<file path="src/rtl/hps_reset_req_sequencer_if.sv">
// Request/acknowledge bundle between the reset request sources, the
// sequencer and the SoC f2h reset-request ports.
interface hps_reset_req_sequencer_if;
  logic [2:0] req_in;
  logic       hps_rst_ack;
  logic       cold_req_n;
  logic       warm_req_n;
  logic       debug_req_n;
  logic       busy;
  logic [1:0] last_cause;
  logic       ack_timeout;

  modport master (
    output req_in, hps_rst_ack,
    input  cold_req_n, warm_req_n, debug_req_n, busy, last_cause, ack_timeout
  );

  modport slave (
    input  req_in, hps_rst_ack,
    output cold_req_n, warm_req_n, debug_req_n, busy, last_cause, ack_timeout
  );
endinterface

</file>
<file path="src/rtl/hps_reset_req_sequencer.sv">
// HPS cold/warm/debug reset request arbiter and pulse sequencer.
// Define HPS_RST_SEQ_RETRY_EN to re-pulse once before flagging an ack timeout.
module hps_reset_req_sequencer #(
  parameter int unsigned COLD_PULSE  = 6,
  parameter int unsigned WARM_PULSE  = 2,
  parameter int unsigned DEBUG_PULSE = 32,
  parameter int unsigned ACK_TIMEOUT = 1000000,
  parameter int unsigned HOLDOFF     = 100000,
  parameter int unsigned CNT_WIDTH   = 32
) (
  input logic                      clk,
  input logic                      rst_n,
  hps_reset_req_sequencer_if.slave bus
);

  // state | meaning: IDLE wait/grant | ASSERT req_n low | WAIT_ACK await ack
  //   | WAIT_REL await ack release | HOLDOFF enforced gap before next grant
  typedef enum logic [2:0] {S_IDLE, S_ASSERT, S_WAIT_ACK, S_WAIT_REL, S_HOLDOFF} state_t;

  localparam logic [7:0]           COLD_W   = 8'(COLD_PULSE);
  localparam logic [7:0]           WARM_W   = 8'(WARM_PULSE);
  localparam logic [7:0]           DEBUG_W  = 8'(DEBUG_PULSE);
  localparam logic [CNT_WIDTH-1:0] ACK_LAST = CNT_WIDTH'(ACK_TIMEOUT - 1);
  localparam logic [CNT_WIDTH-1:0] HOLD_LAST = CNT_WIDTH'(HOLDOFF - 1);
  localparam logic [CNT_WIDTH-1:0] CNT_ONE  = CNT_WIDTH'(1);

  state_t               state;
  logic                 ack_meta, ack_s, ack_d;
  logic [2:0]           req_d;
  logic                 edge_arm;
  logic [2:0]           pending;
  logic [1:0]           cause;
  logic [1:0]           last_cause_q;
  logic [7:0]           pulse_cnt;
  logic [CNT_WIDTH-1:0] cnt;
  logic [2:0]           req_n_q;
  logic                 busy_q;
  logic                 timeout_q;
`ifdef HPS_RST_SEQ_RETRY_EN
  logic                 retried;
`endif

  logic [2:0] rise;
  logic [1:0] grant_cause;
  logic [2:0] grant_clear;

  function automatic logic [7:0] pulse_of(input logic [1:0] c);
    case (c)
      2'd1:    pulse_of = COLD_W;
      2'd2:    pulse_of = WARM_W;
      default: pulse_of = DEBUG_W;
    endcase
  endfunction

  function automatic logic [2:0] low_vec(input logic [1:0] c);
    case (c)
      2'd1:    low_vec = 3'b110;
      2'd2:    low_vec = 3'b101;
      default: low_vec = 3'b011;
    endcase
  endfunction

  // edge_arm masks the first cycle after reset so a level held through reset is not a request
  assign rise = bus.req_in & ~req_d & {3{edge_arm}};

  always_comb begin
    grant_cause = 2'd0;
    grant_clear = 3'b000;
    if (pending[0]) begin
      grant_cause = 2'd1;
      grant_clear = 3'b111;
    end else if (pending[1]) begin
      grant_cause = 2'd2;
      grant_clear = 3'b110;
    end else if (pending[2]) begin
      grant_cause = 2'd3;
      grant_clear = 3'b100;
    end
  end

  always_ff @(posedge clk) begin
    if (!rst_n) begin
      state        <= S_IDLE;
      ack_meta     <= 1'b0;
      ack_s        <= 1'b0;
      ack_d        <= 1'b0;
      req_d        <= 3'b000;
      edge_arm     <= 1'b0;
      pending      <= 3'b000;
      cause        <= 2'd0;
      last_cause_q <= 2'd0;
      pulse_cnt    <= 8'd0;
      cnt          <= '0;
      req_n_q      <= 3'b111;
      busy_q       <= 1'b0;
      timeout_q    <= 1'b0;
`ifdef HPS_RST_SEQ_RETRY_EN
      retried      <= 1'b0;
`endif
    end else begin
      ack_meta <= bus.hps_rst_ack;
      ack_s    <= ack_meta;
      ack_d    <= ack_s;
      req_d    <= bus.req_in;
      edge_arm <= 1'b1;
      pending  <= pending | rise;
      case (state)
        S_IDLE: begin
          if (|pending) begin
            pending      <= (pending | rise) & ~grant_clear;
            cause        <= grant_cause;
            last_cause_q <= grant_cause;
            pulse_cnt    <= pulse_of(grant_cause);
            busy_q       <= 1'b1;
            state        <= S_ASSERT;
`ifdef HPS_RST_SEQ_RETRY_EN
            retried      <= 1'b0;
`endif
          end
        end
        S_ASSERT: begin
          if (pulse_cnt != 8'd0) begin
            req_n_q   <= low_vec(cause);
            pulse_cnt <= pulse_cnt - 8'd1;
          end else begin
            req_n_q <= 3'b111;
            cnt     <= '0;
            state   <= (cause == 2'd3) ? S_HOLDOFF : S_WAIT_ACK;
          end
        end
        S_WAIT_ACK: begin
          if (ack_s) begin
            state <= S_WAIT_REL;
          end else if (cnt == ACK_LAST) begin
`ifdef HPS_RST_SEQ_RETRY_EN
            if (!retried) begin
              retried   <= 1'b1;
              pulse_cnt <= pulse_of(cause);
              state     <= S_ASSERT;
            end else begin
              timeout_q <= 1'b1;
              cnt       <= '0;
              state     <= S_HOLDOFF;
            end
`else
            timeout_q <= 1'b1;
            cnt       <= '0;
            state     <= S_HOLDOFF;
`endif
          end else begin
            cnt <= cnt + CNT_ONE;
          end
        end
        S_WAIT_REL: begin
          if (!ack_s) begin
            cnt   <= '0;
            state <= S_HOLDOFF;
          end
        end
        S_HOLDOFF: begin
          if (ack_s && !ack_d) begin
            cnt <= '0;
          end else if (cnt == HOLD_LAST) begin
            busy_q <= 1'b0;
            state  <= S_IDLE;
          end else begin
            cnt <= cnt + CNT_ONE;
          end
        end
        default: state <= S_IDLE;
      endcase
    end
  end

  assign bus.cold_req_n  = req_n_q[0];
  assign bus.warm_req_n  = req_n_q[1];
  assign bus.debug_req_n = req_n_q[2];
  assign bus.busy        = busy_q;
  assign bus.last_cause  = last_cause_q;
  assign bus.ack_timeout = timeout_q;

endmodule
</file>
<file path="src/flat_wrapper.sv">
// flat-port wrapper written by rule: the top's interface ports become plain ports
module hps_reset_req_sequencer_flat 
#(
  parameter int unsigned COLD_PULSE  = 6,
  parameter int unsigned WARM_PULSE  = 2,
  parameter int unsigned DEBUG_PULSE = 32,
  parameter int unsigned ACK_TIMEOUT = 1000000,
  parameter int unsigned HOLDOFF     = 100000,
  parameter int unsigned CNT_WIDTH   = 32
)
  (clk, rst_n, bus_req_in, bus_hps_rst_ack, bus_cold_req_n, bus_warm_req_n, bus_debug_req_n, bus_busy, bus_last_cause, bus_ack_timeout);
  hps_reset_req_sequencer_if bus_i ();
  input logic clk;
  input logic rst_n;
  input wire logic [$bits(bus_i.req_in)-1:0] bus_req_in;
  input wire logic [$bits(bus_i.hps_rst_ack)-1:0] bus_hps_rst_ack;
  output wire logic [$bits(bus_i.cold_req_n)-1:0] bus_cold_req_n;
  output wire logic [$bits(bus_i.warm_req_n)-1:0] bus_warm_req_n;
  output wire logic [$bits(bus_i.debug_req_n)-1:0] bus_debug_req_n;
  output wire logic [$bits(bus_i.busy)-1:0] bus_busy;
  output wire logic [$bits(bus_i.last_cause)-1:0] bus_last_cause;
  output wire logic [$bits(bus_i.ack_timeout)-1:0] bus_ack_timeout;
  assign bus_i.req_in = bus_req_in;
  assign bus_i.hps_rst_ack = bus_hps_rst_ack;
  assign bus_cold_req_n = bus_i.cold_req_n;
  assign bus_warm_req_n = bus_i.warm_req_n;
  assign bus_debug_req_n = bus_i.debug_req_n;
  assign bus_busy = bus_i.busy;
  assign bus_last_cause = bus_i.last_cause;
  assign bus_ack_timeout = bus_i.ack_timeout;
  hps_reset_req_sequencer #(.COLD_PULSE(COLD_PULSE), .WARM_PULSE(WARM_PULSE), .DEBUG_PULSE(DEBUG_PULSE), .ACK_TIMEOUT(ACK_TIMEOUT), .HOLDOFF(HOLDOFF), .CNT_WIDTH(CNT_WIDTH)) u_core (.clk(clk), .rst_n(rst_n), .bus(bus_i));
endmodule
</file>
<file path="config.mk">
export PLATFORM = sky130hd
export DESIGN_NAME = hps_reset_req_sequencer_flat
export DESIGN_NICKNAME = d
export VERILOG_FILES = /design/src/rtl/hps_reset_req_sequencer_if.sv /design/src/rtl/hps_reset_req_sequencer.sv /design/src/flat_wrapper.sv
export SDC_FILE = /design/constraint.sdc
export NUM_CORES = 1
export LEC_CHECK = 0
export CORE_MARGIN = 2
export CORE_UTILIZATION = 57
export CTS_CLUSTER_SIZE = 8
export DETAILED_ROUTE_END_ITERATION = 12
export DONT_BUFFER_PORTS = 1
export PLACE_DENSITY = 0.74
export SETUP_SLACK_MARGIN = 0.5
export SYNTH_ARGS = -nofsm -noshare
export SYNTH_HDL_FRONTEND = slang
export SYNTH_SLANG_ARGS = --single-unit
</file>
<file path="constraint.sdc">
create_clock -name clk -period 2.2 [get_ports clk]
set_input_delay 0.44 -clock clk [delete_from_list [all_inputs] [get_ports clk]]
set_output_delay 0.44 -clock clk [all_outputs]
set_load 0.02 [all_outputs]
</file>
==> results of run 1 <==
worst max-delay path: stages, from the launching register on:
cell	delay (ns)
dfxtp_2	0.33
or4b_4	0.52
or4_4	0.56
o2bb2ai_2	0.14
a21o_1	0.21
o21ai_4	0.19
buf_6	0.19
nor2_1	0.06
sequential cells by signal (all words and copies together) (netlist names), 2 cells and up:
register and count:
u_core.cause 2, u_core.cnt 32, u_core.pending 3, u_core.pulse_cnt 8
u_core.req_d 3, u_core.req_n_q 3, u_core.state 3
placed cells by master (no fill, tap or decap), types with 4 or more instances in the layout:
cell type  Yosys  routed
nor3_1        11       8
dfxtp_1       60      56
buf_6          3      13
nand4_1        7       7
clkbuf_8       0      10
o21ai_0       19      14
nor2_1        48      43
or3_1          7       7
xor2_1        15      15
xnor2_1        5       5
a21oi_1       21      20
o211ai_1      11      11
and3_1         5       5
o31ai_1        7       7
and2_1         9       9
ha_1           6       5
or4_1         12      11
buf_4          0      38
nand2_1       30      28
nand3_1       18      15
inv_1          8       6
nor2_4         0       4
dfxtp_2        0       4
power by group through the flow:
stage	clock network, mW	registers, mW	logic [mW]
after floorplan	0	1.32	1.07
after global placement	0	1.33	1.47
after detailed placement	0	1.33	1.50
after CTS	1.11	1.32	1.70
after global routing	1.16	1.34	2.08
final	1.10	1.32	1.93
kinds of logic (layout without fill, tap and decap cells):
| group | Yosys count | in the layout |
|---|---|---|
| AO/OA/AOI/OAI | 84 | 84 |
| AND/OR/NAND/NOR | 177 | 177 |
| buffers and inverters | 27 | 78 |
| adder cells (fa/ha/maj) | 6 | 6 |
| multiplexers | 3 | 3 |
| flip-flops | 60 | 60 |
| XOR/XNOR | 20 | 20 |
worst paths after layout:
| path | start | endpoint | slack (ns) | cells after the start |
|---|---|---|---|---|
| max reg2reg | u_core.cnt[7]$_SDFFE_PN0P_ | u_core.cnt[19]$_SDFFE_PN0P_ | -0.10 | 7 |
| min | rst_n | u_core.edge_arm$_DFF_P_ | 0.13 | 0 |
| min reg2reg | u_core.ack_meta$_SDFF_PN0_ | u_core.ack_s$_SDFF_PN0_ | 0.44 | 1 |
| max | u_core.cnt[7]$_SDFFE_PN0P_ | u_core.cnt[19]$_SDFFE_PN0P_ | -0.10 | 7 |
area by class of cell:
class	count	share of cell area
Multi-Input combinational cell	290	0.493
Sequential cell	60	0.301
Timing Repair Buffer	54	0.123
Clock buffer	12	0.0362
Tap cell	70	0.0218
Clock inverter	4	0.0181
Inverter	8	0.00749
per-layer routing:
layer  wire length, um  GRT usage  vias to the layer above
met4               225     0.0842                        0
met1              3730      0.373                     1464
li1                  -          -                     1471
met2              3830      0.429                      115
met5                 0          0                        -
met3               586     0.0977                       18
repair_timing:
| action | in CTS | in global routing |
|---|---|---|
| pin swaps | 16 | 15 |
| setup buffers | 2 | 8 |
| endpoints found under the setup margin | 42 | 43 |
| hold buffers | 0 | 0 |
| resized for setup | 32 | 26 |
per-stage QoR:
step           hold WS (ns)  setup TNS [ns]  area, sq um  worst slack [ns]  total power [mW]
2_1_floorplan         0.412           -1.52         3200           -0.0806              2.39
3_3_place_gp          0.415               0         3510            0.0227              2.80
3_5_place_dp          0.432           -1.23         3510           -0.0524              2.84
4_1_cts               0.120           -1.67         3870           -0.0785              4.13
5_1_grt               0.109           -4.41         4010            -0.158              4.58
6_report              0.131           -2.60         4010            -0.100              4.35
==> results.txt, run 1 <==
The checks that failed: setup timing. The worst pin sits at a relative slew slack of 0.657. The internal cell power came out at roughly 2.8 mW. Counting tap cells, the placed design contains a total of 472 instances.

The initial utilization of the core area, before any placement, comes to 0.599. Of the total synthesized cell area, the portion taken by XOR and XNOR cells is 0.0562. Yosys attributes the largest share of cell area to dfxtp_1, nor2_1, xor2_1, nand2_1, a21oi_1.

The per-instance average area after synthesis came out at 8.26 sq um. The number of nets at the end of the flow came out at ~440. The post-layout instance count excluding filler cells is around 500. The switching power as a share of total power came out at 0.362. By count the netlist is led by dfxtp_1, nor2_1, nand2_1. The number of global-route vias before repair is between 2000 and 3000. The hold violation count in the final report is 0. The flow ran to the end, but the final reports show violations. The synthesized design spends more area on one cell type than any other, namely dfxtp_1. Fill cells in the final layout number 376. At the worst endpoint, the arrival time is about 2.5 ns. The final wirelength came out at between 8000 and 9000 um.

The max-slew violation total from the final report came out at 0. In this run, the number of DRC markers left after iteration 0 of detailed routing was 265. The largest clock skew in the final design came out at around 0.008 ns. The synthesized netlist net count came out at roughly 390.

The number of buffers created by CTS came out at 9. The multi-input logic area is slightly below 0.002 sq mm. The synthesis-to-layout area growth is 28.7%. After synthesis, the largest family of logic cells by area is simple AND/OR/NAND/NOR gates. The worst setup path is launched from a flop. STA classifies the critical path endpoint as a flop. Dividing total power by cell area gives a power density of about 1100 mW/mm^2. The longest clock path from root to sink contains 2 buffers. The critical path in this run is classified as flop to flop. The die boundary height came out at a little under 80 um.

The average routed wire per standard cell is ~17 um. The final number of setup-violating endpoints is 33. Of the total synthesized cell area, the portion taken by AND, OR, NAND and NOR gates is 0.300.

In this run the power spent charging and discharging nets is 1.58 mW. Yosys mapped the design onto 58 distinct sky130hd cell types. The count of buffers added on input and output ports is 0. The CTS root buffer is clkbuf_8.

The cell with the most instances after synthesis is dfxtp_1. The area of the core is approximately 0.0052 sq mm. The path class of the tightest hold or removal check is input pin to flop. After synthesis the netlist holds a flip-flop and latch count of 60. The number of antenna violations at the first check in global routing is 0. The number of iterations in the first detailed-routing pass came out at 6. Of the cells placed in the final design, the portion with a size suffix greater than 1 is 0.271. The final setup slack of the worst path is -0.100 ns. The clock insertion delay at the later pin of the skew report is roughly 0.34 ns. The complex-gate fraction of the synthesized area came to 0.183. The top-level I/O count came out at 13. The number of design rule violations left after detail routing is 0. Along the worst path, the maximum fanout reaches 8. Data on the critical path is required at its endpoint by around 2.4 ns. The share of total power dissipated in sequential elements is 0.304. Once detailed placement completed, the half-perimeter wirelength came to 5380 um. Of the synthesized area, sequential elements account for 0.386.

In the synthesized netlist the dominant register cell turns out to be dfxtp_1. The first global-routing pass estimated approximately 13000 um of wire. The cell count after synthesis came out at about 380. In this run the core area contains 26 standard-cell rows. The actual transition at the worst max-transition pin is slightly above 0.5 ns. The die outline width came out at about 78 um. The area share of the largest cell type after synthesis came out at 0.386.

The adder-cell area share of the yosys netlist is 0.0241. The leakage component of the power came out at between 1 and 1.5 nW. The clock network power share came out at 0.252. The share of the core filled with cells in the final layout is 0.770. The aggregate global routing overflow came out at 0. The sink count of the clock tree is 60. The worst voltage drop across the vdd grid came out at roughly 700 uV.

The fraction of synthesized area in multiplexers came out at 0.00964. TritonCTS built the clock tree. The minimum clock period after layout came out at 2.30 ns. The pin count of the biggest net entering global routing came out at 27. The proportion of register bits with asynchronous set or reset after synthesis is 0. Based on the critical path, the design can be clocked at up to ~0.43 GHz. The via count is 3068. Clock-pin slew was measured on the worst setup and hold paths at about 0.070 ns.

The register area is 0.00121 sq mm. In the routed layout, each cell is associated on average with a via count of approximately 6.2. The count of flip-flops with a built-in enable after synthesis came out at 0. Setup repair after global routing could not meet its margin everywhere. The synthesized netlist occupies a cell area of just over 0.003 sq mm.

The die area came out at 0.00607 sq mm. The share of the clock period used by the worst path after layout came out at 1.05. Yosys printed 0 warnings. The repair_antennas step left the layout with diodes totalling 0.

The final weighted congestion of routability-driven global placement is between 0.9 and 1. The post-route antenna net violation count came out at 0. In this run the number of H-tree levels came out at 3. The max capacitance violation total came out at 0. The total track usage is 0.280. The combinational share of power is 0.443.
(Power assumes the default switching activity.)
==> inputs of run 2 (changes only) <==
Settings changed: CORE_MARGIN 2 to 1, CORE_UTILIZATION 57 to 59, CTS_BUF_LIST from default to sky130_fd_sc_hd__clkbuf_2, MAX_ROUTING_LAYER from default to met4, PLACE_DENSITY 0.74 to 0.77.
==> run 2 against run 1 <==
- critical endpoint is now u_core.cnt[18]$_SDFFE_PN0P_
- cell count is 0.20% higher
- sequential power about the same
- total power fell by 6.4%
- core utilization decreased by 1.0 points
- the flow still finishes with violations (setup timing)
==> results.txt, run 2 (synthesis results as in run 1) <==
The flow ran to the end, but the final reports show violations. The final reports fail on setup timing. The area of the core is 0.00511 sq mm (-1.9%).

The count of H-tree levels built during CTS is 3 (unchanged). The register area was 0.00121 sq mm (+0.31%). The power per standard cell area came out at 1050 mW/mm^2 (-3.4%). Clock tree synthesis selected as its root buffer the cell clkbuf_2.

The pin count of the biggest net entering global routing came out at 21 (-22%). The final wirelength came out at 8500 um (+1.6%). The number of nets at the end of the flow is 436 (+0.23%). The post-route antenna net violation count came to 0 (unchanged). The total track usage is 0.328 (+0.0476). The total instance count after detailed placement came out at 470 (-0.42%). The clock insertion delay at the later pin of the skew report came out at 0.53 ns (+0.19 ns).

The worst voltage drop across the vdd grid was 729 uV (+4.6%). The data required time at the worst endpoint came out at 2.63 ns (+0.20 ns). The post-layout instance count excluding filler cells is 499 (+0.20%).

The clock-pin slew on the worst setup and hold paths is 0.20 ns (+0.13 ns). The worst register-to-register path begins at u_core.cnt[7]$_SDFFE_PN0P_. The largest clock skew in the final design came to 0.0194 ns (+0.0114 ns). The die area is 0.00557 sq mm (-8.2%). In this run the worst hold path is classified as input pin to flop. The cell depth of the worst flop-to-flop path is 7 (unchanged). The highest net fanout along the worst path came out at 9 (+1). The share of the core filled with cells in the final layout came out at 0.760 (-0.0100). The number of design rule violations left after detail routing came out at 0 (unchanged). The via count was 3087 (+0.62%). The highest cell delay on the worst timing path is 0.53 ns (-0.03 ns). On the critical path, the stage with the largest delay is an instance of or4_4. The number of global-route vias before repair came out at 2801 (-2.0%).

The hold violation count in the final report is 0 (unchanged). The aggregate global routing overflow came out at 0 (unchanged). The post-detailed-placement half-perimeter wirelength came to 5530 um (+2.7%). The worst setup path is captured at a flop. The slack of the worst reg-to-reg path is -0.06 ns (+0.04 ns). The endpoint of the most critical register-to-register path is u_core.cnt[18]$_SDFFE_PN0P_. The via density per instance is 6.19 (+0.42%). The max capacitance violation total is 0 (unchanged).

The critical path startpoint category is a flop. The initial standard-cell utilization of the core came out at 0.610 (+0.0114). The port buffer count came to 0 (unchanged). The most common cell after layout, fill and taps aside is dfxtp_1. The register with the most flip-flops is u_core.cnt. The timing-limited maximum frequency came to 0.443 GHz (+2.0%). The die boundary height came out at 74.7 um (-4.2%). The first-iteration detailed-routing DRC count is 198 (-25%). The max-slew violation total from the final report is 0 (unchanged). The die outline width is 74.7 um (-4.2%). The arrival time of the worst setup path is 2.69 ns (+0.16 ns). The multi-input logic area came out at 0.00192 sq mm (-2.8%). The share of the clock period used by the worst path after layout came out at 1.03 (-0.0200). The leakage component of the power came out at 1.43 nW (-2.4%). The number of iterations in the first detailed-routing pass is 5 (-1). The sink count of the clock tree came out at 60 (unchanged). The total negative setup slack came out at -0.933 ns (+1.67 ns). The number of gates on the worst path with buffers counted is 7 (unchanged). Following the worst setup path forward leads to its endpoint at u_core.cnt[18]$_SDFFE_PN0P_.

The final weighted congestion of routability-driven global placement came to 0.908 (+0.32%). The max-slew headroom at the worst pin came out at 0.743 (+0.0863). The flip-flop count of the largest register, all copies and words added came out at 32 (unchanged). The final number of setup-violating endpoints is 28 (-15%). The top-level I/O count came out at 13 (unchanged). The critical path starts at u_core.cnt[7]$_SDFFE_PN0P_. The actual transition at the worst max-transition pin is 0.376 ns (-0.139 ns). The routing usage on met3 came out at 0.0723 (-0.0254). The final setup slack of the worst path was -0.0559 ns (+0.0441 ns). Traced cell by cell, the critical path runs through or4b_1, or4_4, o2bb2ai_1, a21o_1, o21ai_4, buf_4, nor2_1. The largest registers in the layout are u_core.cnt x32, u_core.pulse_cnt x8.

The top cell types in the final layout, fill and taps aside, are dfxtp_1, nor2_1, buf_4. The synthesis-to-layout area growth came out at 24.6%. The category of cells accounting for the largest share of critical-path delay is simple AND/OR/NAND/NOR gates.

The met2 demand-to-capacity share in global routing is 0.483 (+0.0542). Setup repair after global routing could not meet its margin everywhere. The placement row count is 26 (unchanged). The number of buffers created by CTS is 9 (unchanged). The buffer and inverter count on the worst path is 1 (unchanged). TritonCTS built the clock tree. The first-pass GRT wire length came out at 13200 um (-1.8%). The number of diodes is 0 (unchanged).

The fill cell instance count of the final layout is 356 (-5.3%). The minimum clock period after layout came to 2.26 ns (-0.0441 ns). The average routed wire per standard cell is 17.0 um (+1.4%). The share of final-layout standard cells stronger than drive strength 1 is 0.240 (-0.0309). The number of antenna violations at the first check in global routing is 0 (unchanged). The maximum clock insertion buffer count came out at 2 (unchanged). met2 is the most crowded layer. The worst setup path is of the flop to flop kind. The met1 demand-to-capacity share in global routing came out at 0.441 (+0.0680).
[run 2: area by class of cell]
cell class | instances | share of cell area
sequential | 60 | 0.312
clock buffer | 9 | 0.0116
inverter | 8 | 0.00773
timing repair buffer | 55 | 0.131
clock inverter | 7 | 0.0213
tap | 70 | 0.0226
multi-input combinational | 290 | 0.495
[run 2: worst min-delay path by stage]
stage                          startpoint                          to  slack [ns]  depth (start not counted)
2_1_floorplan  u_core.ack_meta$_SDFF_PN0_     u_core.ack_s$_SDFF_PN0_        0.41                          1
3_3_place_gp   u_core.ack_meta$_SDFF_PN0_     u_core.ack_s$_SDFF_PN0_        0.42                          1
3_5_place_dp   u_core.ack_meta$_SDFF_PN0_     u_core.ack_s$_SDFF_PN0_        0.45                          1
4_1_cts                             rst_n  u_core.ack_meta$_SDFF_PN0_       0.009                          1
6_report                            rst_n     u_core.ack_d$_SDFF_PN0_        0.03                          1
5_1_grt                             rst_n  u_core.ack_meta$_SDFF_PN0_       0.009                          1
[run 2: routing by layer]
layer  wire length (um)  share of wire  up-vias
li1                   -              -     1475
met1               3760           0.44     1457
met2               3900           0.46      132
met3                613          0.072       23
met4                227          0.027        0
met5                  0              0        -
[run 2: power by group]
group	internal (mW)	switching (mW)	total (mW)
combinational	0.931	1.03	1.96
sequential	1.20	0.145	1.35
clock	0.281	0.486	0.768
[run 2: timing repair]
item | in CTS | in global routing
hold buffers | 4 | 0
endpoints found under the hold margin | 9 | 0
gates resized for setup | 23 | 17
endpoints found under the setup margin | 41 | 42
buffers inserted | 3 | 6
pin swaps | 9 | 8
[run 2: through the flow]
step	power [mW]	hold WS [ns]	setup slack [ns]	instance area [sq um]
after floorplan	2.39	0.412	-0.0806	3200
after detailed placement	2.88	0.454	-0.0253	3510
after CTS	3.81	0.00920	-0.0463	3770
final	4.07	0.0276	-0.0559	3880
after global routing	4.26	0.00873	-0.0950	3880
after global placement	2.86	0.419	0.0239	3510
